[src/rtl/hv_unbind_search_if.sv]
// Query, item-stream and result handshakes of the hypervector unbind/search block.
// The master side supplies queries and items, the slave side is the search engine.
interface hv_unbind_search_if #(
  parameter int unsigned HVDimension = 512,
  parameter int unsigned NumItems    = 32
);
  localparam int unsigned CountWidth = $clog2(NumItems + 1);
  localparam int unsigned IdxWidth   = $clog2(NumItems);
  localparam int unsigned DistWidth  = $clog2(HVDimension + 1);

  logic [HVDimension-1:0] query_i;
  logic [HVDimension-1:0] key_i;
  logic [1:0]             unbind_op_i;
  logic [1:0]             shift_amt_i;
  logic [CountWidth-1:0]  num_items_i;
  logic                   query_valid_i;
  logic                   query_ready_o;

  logic [HVDimension-1:0] item_i;
  logic                   item_valid_i;
  logic                   item_ready_o;

  logic [IdxWidth-1:0]    res_idx_o;
  logic [DistWidth-1:0]   res_dist_o;
  logic                   res_valid_o;
  logic                   res_ready_i;

  modport master (
    output query_i, key_i, unbind_op_i, shift_amt_i, num_items_i, query_valid_i,
    input  query_ready_o,
    output item_i, item_valid_i,
    input  item_ready_o,
    input  res_idx_o, res_dist_o, res_valid_o,
    output res_ready_i
  );

  modport slave (
    input  query_i, key_i, unbind_op_i, shift_amt_i, num_items_i, query_valid_i,
    output query_ready_o,
    input  item_i, item_valid_i,
    output item_ready_o,
    output res_idx_o, res_dist_o, res_valid_o,
    input  res_ready_i
  );
endinterface

[src/rtl/hv_unbind_search.sv]
// Unbinds an encoded query (XOR key and/or inverse rotation), then scans a stream of
// item hypervectors and reports the index and Hamming distance of the closest one.
module hv_unbind_search #(
  parameter int unsigned HVDimension = 512,
  parameter int unsigned NumItems    = 32
) (
  input logic               clk_i,
  input logic               rst_ni,
  hv_unbind_search_if.slave bus
);
  localparam int unsigned CountWidth = $clog2(NumItems + 1);
  localparam int unsigned IdxWidth   = $clog2(NumItems);
  localparam int unsigned DistWidth  = $clog2(HVDimension + 1);
  localparam int unsigned W          = HVDimension;

  typedef enum logic [1:0] {IDLE, SCAN, DONE} state_e;

  state_e                state_q, state_d;
  logic [W-1:0]          unbound_q, unbound_d;
  logic [CountWidth-1:0] count_q, count_d;
  logic [CountWidth-1:0] cnt_q, cnt_d;
  logic [DistWidth-1:0]  best_dist_q, best_dist_d;
  logic [IdxWidth-1:0]   best_idx_q, best_idx_d;
  logic                  query_ready_q, query_ready_d;
  logic                  item_ready_q, item_ready_d;
  logic                  res_valid_q, res_valid_d;

  logic [W-1:0]          bound_c;
  logic [W-1:0]          rot_src_c;
  logic [W-1:0]          unbind_c;
  logic [CountWidth-1:0] count_c;
  logic [W-1:0]          diff_c;
  logic [DistWidth-1:0]  dist_c;

  // Ops 0 and 3 use query^key, ops 1 and 2 the raw query; ops 2 and 3 also rotate left.
  always_comb begin
    bound_c   = bus.query_i ^ bus.key_i;
    rot_src_c = (bus.unbind_op_i[1] == bus.unbind_op_i[0]) ? bound_c : bus.query_i;
    unbind_c  = rot_src_c;
    if (bus.unbind_op_i[1]) begin
      unique case (bus.shift_amt_i)
        2'd0:    unbind_c = {rot_src_c[W-2:0],  rot_src_c[W-1]};
        2'd1:    unbind_c = {rot_src_c[W-5:0],  rot_src_c[W-1:W-4]};
        2'd2:    unbind_c = {rot_src_c[W-9:0],  rot_src_c[W-1:W-8]};
        default: unbind_c = {rot_src_c[W-17:0], rot_src_c[W-1:W-16]};
      endcase
    end
  end

  always_comb begin
    count_c = bus.num_items_i;
    if (bus.num_items_i > CountWidth'(NumItems)) count_c = CountWidth'(NumItems);
  end

  // Hamming distance between the unbound query and the current item beat.
  always_comb begin
    diff_c = unbound_q ^ bus.item_i;
    dist_c = '0;
    for (int unsigned i = 0; i < W; i++) begin
      dist_c = dist_c + DistWidth'(diff_c[i]);
    end
  end

  always_comb begin
    state_d     = state_q;
    unbound_d   = unbound_q;
    count_d     = count_q;
    cnt_d       = cnt_q;
    best_dist_d = best_dist_q;
    best_idx_d  = best_idx_q;

    unique case (state_q)
      IDLE: begin
        if (query_ready_q && bus.query_valid_i) begin
          unbound_d   = unbind_c;
          count_d     = count_c;
          cnt_d       = '0;
          best_dist_d = '1;
          best_idx_d  = '0;
          state_d     = (count_c == '0) ? DONE : SCAN;
        end
      end
      SCAN: begin
        if (item_ready_q && bus.item_valid_i) begin
          // Strict compare keeps the earliest index on ties.
          if (dist_c < best_dist_q) begin
            best_dist_d = dist_c;
            best_idx_d  = IdxWidth'(cnt_q);
          end
          cnt_d = cnt_q + CountWidth'(1);
          if (cnt_q == count_q - CountWidth'(1)) state_d = DONE;
        end
      end
      DONE: begin
        if (res_valid_q && bus.res_ready_i) state_d = IDLE;
      end
      default: state_d = IDLE;
    endcase

    query_ready_d = (state_d == IDLE);
    item_ready_d  = (state_d == SCAN);
    res_valid_d   = (state_d == DONE);
  end

  always_ff @(posedge clk_i) begin
    if (!rst_ni) begin
      state_q       <= IDLE;
      unbound_q     <= '0;
      count_q       <= '0;
      cnt_q         <= '0;
      best_dist_q   <= '0;
      best_idx_q    <= '0;
      query_ready_q <= 1'b0;
      item_ready_q  <= 1'b0;
      res_valid_q   <= 1'b0;
    end else begin
      state_q       <= state_d;
      unbound_q     <= unbound_d;
      count_q       <= count_d;
      cnt_q         <= cnt_d;
      best_dist_q   <= best_dist_d;
      best_idx_q    <= best_idx_d;
      query_ready_q <= query_ready_d;
      item_ready_q  <= item_ready_d;
      res_valid_q   <= res_valid_d;
    end
  end

  assign bus.query_ready_o = query_ready_q;
  assign bus.item_ready_o  = item_ready_q;
  assign bus.res_valid_o   = res_valid_q;
  assign bus.res_idx_o     = best_idx_q;
  assign bus.res_dist_o    = best_dist_q;
endmodule

[src/flat_wrapper.sv]
// flat-port wrapper written by rule: the top's interface ports become plain ports
module hv_unbind_search_flat 
#(
  parameter int unsigned HVDimension = 512,
  parameter int unsigned NumItems    = 32
)
  (clk_i, rst_ni, bus_query_i, bus_key_i, bus_unbind_op_i, bus_shift_amt_i, bus_num_items_i, bus_query_valid_i, bus_query_ready_o, bus_item_i, bus_item_valid_i, bus_item_ready_o, bus_res_idx_o, bus_res_dist_o, bus_res_valid_o, bus_res_ready_i);
  hv_unbind_search_if #(.HVDimension(HVDimension), .NumItems(NumItems)) bus_i ();
  input logic clk_i;
  input logic rst_ni;
  input wire logic [$bits(bus_i.query_i)-1:0] bus_query_i;
  input wire logic [$bits(bus_i.key_i)-1:0] bus_key_i;
  input wire logic [$bits(bus_i.unbind_op_i)-1:0] bus_unbind_op_i;
  input wire logic [$bits(bus_i.shift_amt_i)-1:0] bus_shift_amt_i;
  input wire logic [$bits(bus_i.num_items_i)-1:0] bus_num_items_i;
  input wire logic [$bits(bus_i.query_valid_i)-1:0] bus_query_valid_i;
  output wire logic [$bits(bus_i.query_ready_o)-1:0] bus_query_ready_o;
  input wire logic [$bits(bus_i.item_i)-1:0] bus_item_i;
  input wire logic [$bits(bus_i.item_valid_i)-1:0] bus_item_valid_i;
  output wire logic [$bits(bus_i.item_ready_o)-1:0] bus_item_ready_o;
  output wire logic [$bits(bus_i.res_idx_o)-1:0] bus_res_idx_o;
  output wire logic [$bits(bus_i.res_dist_o)-1:0] bus_res_dist_o;
  output wire logic [$bits(bus_i.res_valid_o)-1:0] bus_res_valid_o;
  input wire logic [$bits(bus_i.res_ready_i)-1:0] bus_res_ready_i;
  assign bus_i.query_i = bus_query_i;
  assign bus_i.key_i = bus_key_i;
  assign bus_i.unbind_op_i = bus_unbind_op_i;
  assign bus_i.shift_amt_i = bus_shift_amt_i;
  assign bus_i.num_items_i = bus_num_items_i;
  assign bus_i.query_valid_i = bus_query_valid_i;
  assign bus_query_ready_o = bus_i.query_ready_o;
  assign bus_i.item_i = bus_item_i;
  assign bus_i.item_valid_i = bus_item_valid_i;
  assign bus_item_ready_o = bus_i.item_ready_o;
  assign bus_res_idx_o = bus_i.res_idx_o;
  assign bus_res_dist_o = bus_i.res_dist_o;
  assign bus_res_valid_o = bus_i.res_valid_o;
  assign bus_i.res_ready_i = bus_res_ready_i;
  hv_unbind_search #(.HVDimension(HVDimension), .NumItems(NumItems)) u_core (.clk_i(clk_i), .rst_ni(rst_ni), .bus(bus_i));
endmodule
[config.mk]
export PLATFORM = sky130hd
export DESIGN_NAME = hv_unbind_search_flat
export DESIGN_NICKNAME = d
export VERILOG_FILES = /design/src/rtl/hv_unbind_search_if.sv /design/src/rtl/hv_unbind_search.sv /design/src/flat_wrapper.sv
export SDC_FILE = /design/constraint.sdc
export NUM_CORES = 2
export LEC_CHECK = 0
export CAP_MARGIN = 10
export CORE_AREA = 2 2 612 614
export DETAILED_ROUTE_END_ITERATION = 16
export DIE_AREA = 0 0 614 616
export PLACE_DENSITY = 0.32
export SLEW_MARGIN = 20
export SYNTH_ARGS = -nofsm -noshare
export SYNTH_HDL_FRONTEND = slang
export SYNTH_SLANG_ARGS = --single-unit
[constraint.sdc]
create_clock -name clk_i -period 31.2 [get_ports clk_i]
set_input_delay 7.8 -clock clk_i [delete_from_list [all_inputs] [get_ports clk_i]]
set_output_delay 7.8 -clock clk_i [all_outputs]
set_load 0.01 [all_outputs]
---- After elaboration in Yosys (flattened, before gate mapping) ----
Cells that the tools add are included.
cells by class
  multiplexer cells ....................... 21
  reduce and logical (&&, ||, !) cells .... 11
  $lt $le $gt $ge ......................... 2
  bitwise gates (word level) .............. 2
  multipliers ............................. 0
  add/subtract/negate cells ............... 513
  equality and inequality tests ........... 11
  div/mod/pow operators ................... 0
  shift operators ......................... 0
operators with widths
  operator                                                               count
  10-bit by 1-bit adder with 10-bit output                               510
  512-bit one-hot mux with 3 select lines                                1
  512-bit 2-to-1 mux                                                     2
  512-bit bitwise XOR                                                    2
  10-bit 2-to-1 mux                                                      3
  10-bit one-hot mux with 2 select lines                                 1
  6-bit 2-to-1 mux                                                       3
  5-bit 2-to-1 mux                                                       3
  6-bit one-hot mux with 2 select lines                                  1
  10-bit < comparator                                                    1
  2-bit 2-to-1 mux                                                       5
  5-bit one-hot mux with 2 select lines                                  1
  6-bit by 1-bit adder with 6-bit output, second input constant          1
  2-bit by 1-bit equality test with 1-bit output, second input constant  3
  2-bit equality test, second input constant                             3
  6-bit equality test                                                    1
  6-bit > comparator, second input constant                              1
  2-bit logical NOT                                                      3
  6-bit logical NOT                                                      1
  2-bit by 1-bit != test with 1-bit output, second input constant        3
  2-bit one-hot mux with 3 select lines                                  1
  6-bit by 1-bit subtractor with 6-bit output, second input constant     1
  4-bit AND reduction                                                    1
  1-bit logical AND                                                      3
  other kinds (5)                                                        5
storage, ports and cells
  memories kept ........................... 0
  logic and storage cells ................. 569
  memory bits (writable) .................. 0
  ROM bits ................................ 0
  bits in latches ......................... 0
  input port bits ......................... 1551
  bits in registers ....................... 544

---- Depth between registers and ports, before layout ----
  depth after elaboration ................. 516
  mapped depth ............................ 40
  gate-level depth less buffers ........... 39

---- Worst setup path before layout ----
No wires, ideal clock.
  path type ............................... input to register
  start point ............................. input bus_item_i[388]
  end point ............................... register u_core.best_dist_q[5] (netlist: u_core.bus.res_dist_o[5])
  arrival ................................. 17.794 ns
  slack ................................... 13.320 ns
  cell stages on the path ................. 39
  required time ........................... 31.114 ns
  path buffers ............................ 1
  path through ............................ xor2_1 > fa_1 > inv_1 > fa_1 > inv_1 > fa_1 > fa_1 > inv_1 > fa_1 > inv_1 > fa_1 > inv_1 > fa_1 > inv_1 > fa_1 > inv_1 > fa_1 > fa_1 > (+3 left out) > fa_1 > inv_1 > fa_1 > fa_1 > inv_1 > fa_1 > nand2b_1 > a21oi_1 > or4_1 > a31oi_1 > xnor2_1 > ha_1 > a21oi_1 > o211ai_1 > a311oi_1 > buf_2 > nor2_1 > a211oi_1
between the ends
  cells in the longest elaborated chain, start to end .. 128
  elaborated cells on any way between the ends .. 131
RTL lines
  element                                                                                         line                     RTL
  start, declared                                                                                 flat_wrapper.sv:18       input wire logic [$bits(bus_i.item_i)-1:0] bus_item_i;
  512-bit bitwise XOR *                                                                           hv_unbind_search.sv:57   diff_c = unbound_q ^ bus.item_i;
  10-bit by 1-bit adder with 10-bit output * (124 in series)                                      hv_unbind_search.sv:60   dist_c = dist_c + DistWidth'(diff_c[i]);
  10-bit < comparator or 10-bit 2-to-1 mux (tied branches)                                        hv_unbind_search.sv:86   if (dist_c < best_dist_q) begin
  2-bit by 1-bit != test with 1-bit output (no source line) or 10-bit 2-to-1 mux (tied branches)  --
  4-bit AND reduction (no source line) or 10-bit one-hot mux with 2 select lines (tied branches)  --
  end signal, assigned                                                                            hv_unbind_search.sv:121  best_dist_q <= best_dist_d;
  end, declared                                                                                   hv_unbind_search.sv:22   logic [DistWidth-1:0] best_dist_q, best_dist_d;
Mark *: on every way between the ends. The rest lies on a longest branch, timed or not. The select of a mux whose other input is x is not followed.
A chain may end at the register's enable or synchronous reset.

---- Worst setup path in the final report ----
  start point ............................. input bus_item_i[262]
  end point ............................... register u_core.best_dist_q[3] (netlist: u_core.bus.res_dist_o[3])
between the ends
  cells in the longest elaborated chain, start to end .. 254
  elaborated cells on any way between the ends .. 257
RTL lines
  element                                                                                         line
  512-bit bitwise XOR *                                                                           hv_unbind_search.sv:57
  10-bit by 1-bit adder with 10-bit output * (250 in series)                                      hv_unbind_search.sv:60
  10-bit < comparator or 10-bit 2-to-1 mux (tied branches)                                        hv_unbind_search.sv:86
  2-bit by 1-bit != test with 1-bit output (no source line) or 10-bit 2-to-1 mux (tied branches)  --
  4-bit AND reduction (no source line) or 10-bit one-hot mux with 2 select lines (tied branches)  --
Marked as above.

==> flow_metrics.env <==
export IMPL_grt_pass1_wl_um=608600
export IMPL_synth_top_area_cell="dfxtp_1"
export IMPL_dr_pass1_iters=6
export IMPL_worstHoldPathType="reg2reg"
export IMPL_cts_setup_buffers=0
export IMPL_cts_root_buf="clkbuf_16"
export IMPL_hold_buffers=0
export IMPL_initial_core_util=0.1478
export IMPL_crit_required_ns=31.94
export IMPL_ys_seq_elements=544
export IMPL_cpPeakStageDelay_ns=0.76
export IMPL_async_reset_ff_frac=0
export IMPL_drtAntennaViolNets=0
export IMPL_timing_critical_path_mode_cell="fa_1"
export IMPL_grt_pass1_vias=62130
export IMPL_cts_buffers=93
export IMPL_synthesis_nets=9441
export IMPL_synthTopCellsByArea="dfxtp_1, fa_1, nand2_1"
export IMPL_avgSynthCellArea_um2=7.496
export IMPL_fin_crit_sh=0.6103
export IMPL_grt_usage=0.2413
export IMPL_routed_wl_um=472800
export IMPL_syn_inst=7320
export IMPL_clock_latency_ns=0.86
export IMPL_synth_top_cell_area_share=0.1985
export IMPL_grt_overflow=0
export IMPL_grt_max_degree=163
export IMPL_syn_to_final_growth_pct=44.64
export IMPL_hold_viol=0
export IMPL_syn_area_um2=54870
export IMPL_cap_viol_max_count=0
export IMPL_cts_resized=0
export IMPL_rr_startpoint="u_core.unbound_q[260]"
export IMPL_layout_commonest_cell="nand2_1"
export IMPL_fin_nets=10760
export IMPL_startpoint_type="input pin"
export IMPL_die_height_um=616
export IMPL_cp_arrival_ns=19.78
export IMPL_tns_ns=0
export IMPL_finalSetupViolCount=0
export IMPL_synth_flop_cell="dfxtp_1"
export IMPL_worstHoldStart="u_core.count_q[5]"
export IMPL_fmax_mhz=52.52
export IMPL_antenna_found_initial=291
export IMPL_drc=0
export IMPL_status="finished, final reports clean"
export IMPL_drive_gt1_frac=0.03734
export IMPL_mostFrequentLayoutCells="nand2_1, clkdlybuf4s50_1, a21oi_1"
export IMPL_pin_count=1569
export IMPL_numPortBuffers=1568
export IMPL_dieArea_um2=378200
export IMPL_dp_hpwl_um=403100
export IMPL_slew_headroom=0.07716
export IMPL_fp_dieW_um=614
export IMPL_grt_setup_unrepaired="no"
export IMPL_worst_slew_pin_slew_ns=1.380
export IMPL_cts_max_path_buffers=4
export IMPL_finalMaxSlewViolations=0
export IMPL_gp_congestion=0.9070
export IMPL_drt_initial_drc_count=4842
export IMPL_core_area_um2=371400
export IMPL_crit_path_start="bus_item_i[262]"
export IMPL_yosys_cell_types_count=56
export IMPL_cts_sink_count=544
export IMPL_synth_edf_count=0
export IMPL_vias=59910
export IMPL_path_clk_slew_ns=0.05
export IMPL_ys_warn_count=0
export IMPL_cts_tree="built"
export IMPL_fin_crit_ns=19.04
export IMPL_cp_max_fo=11
export IMPL_worstSetupEndpointType="flip-flop"
export IMPL_rows=224
export IMPL_ys_seq_area_frac=0.1985
export IMPL_h_tree_depth=3
export IMPL_fill_cells=41700
export IMPL_wl_per_cell_um=34.36
export IMPL_cpMaxStageDelayCell="fa_1"
export IMPL_criticalPathCategory="in2reg"
export IMPL_finClkSkew_ns=0.07188
export IMPL_via_per_inst=4.354
==> layer usage <==
layer  vias to the layer above  wire, um  track usage
met4                        96     17240      0.08493
met2                      2540    243000       0.4374
met3                       711     25670      0.03963
met5                         -       637            0
li1                      26920         -            -
met1                     29640    186200       0.2833
==> logic make-up after synthesis <==
family | after synthesis | share of synthesized area
compound gates | 1585 | 0.1539
xor+xnor | 1049 | 0.1679
fa+ha+maj | 570 | 0.1977
buf+inv | 978 | 0.07005
flops | 544 | 0.1985
mux | 102 | 0.01977
simple gates | 2492 | 0.1921
==> worst max-delay path, delay by kind of cell <==
kind	cells	cell delay, ns
fa+ha+maj	16	7.91
compound gates	6	1.61
buf+inv	11	1.22
simple gates	3	0.89
xor+xnor	2	0.33
==> sequential cells by signal, summed over array words and instances (netlist names), 2 cells and up <==
register,count
u_core.bus.res_dist_o,10
u_core.bus.res_idx_o,5
u_core.cnt_q,6
u_core.count_q,6
u_core.state_q,2
u_core.unbound_q,512
==> path summary, 6_finish.rpt <==
| check | end | slack [ns] | cells past startpoint |
|---|---|---|---|
| max | u_core.bus.res_dist_o[3] | 12.16 | 38 |
| min | u_core.count_q[5] | 0.47 | 2 |
| min reg2reg | u_core.count_q[5] | 0.47 | 2 |
| max reg2reg | u_core.bus.res_dist_o[3] | 19.04 | 37 |
==> synthesized netlist by cell type, types with 5 or more instances <==
library cell  count
buf_2            78
o31a_1            5
nor3_1           30
o21ai_0         495
mux4_2            5
a31oi_1           8
nand3_1           9
buf_1            84
nor4_1          398
clkbuf_1        288
o221ai_1         20
o21a_1            5
o21ai_1          14
ha_1             75
xor2_1          794
nor2_1           96
nand4_1          10
a211oi_1          8
nor3b_1           7
nand2_1        1914
a21oi_1         918
o22ai_1          14
inv_1           508
buf_4            18
dfxtp_1         544
xnor2_1         253
mux2i_1          96
or2_2             6
a2111oi_0        84
fa_1            495
nand2b_1          5
==> through the flow <==
step | std cells | util | hold slack [ns] | area, um^2 | setup slack, ns
2_1_floorplan | 7320 | - | 0.4488 | 54870 | 13.32
3_3_place_gp | 13510 | 0.2051 | 0.4702 | 76150 | 10.61
3_5_place_dp | 13510 | 0.2051 | 0.4662 | 76180 | 11.08
4_1_cts | 13680 | 0.2131 | 0.4751 | 79150 | 12.03
5_1_grt | 13730 | 0.2135 | 0.4955 | 79290 | 11.64
6_report | 13760 | 0.2137 | 0.4730 | 79360 | 12.16
==> final cells by class <==
cell class / count / area, um^2 / share of cell area
antenna: 85 / 212.7 / 0.002680
clock buffer: 134 / 2713 / 0.03418
clock inverter: 27 / 261.5 / 0.003295
inverter: 509 / 1926 / 0.02426
multi-input combinational: 5798 / 40440 / 0.5095
sequential: 544 / 10890 / 0.1372
tap: 4972 / 6221 / 0.07839
timing repair buffer: 1691 / 16700 / 0.2104
Power is left out: the tool's default activity adds up to more than one toggle a clock period on the data nets, which glitch-free logic cannot reach.
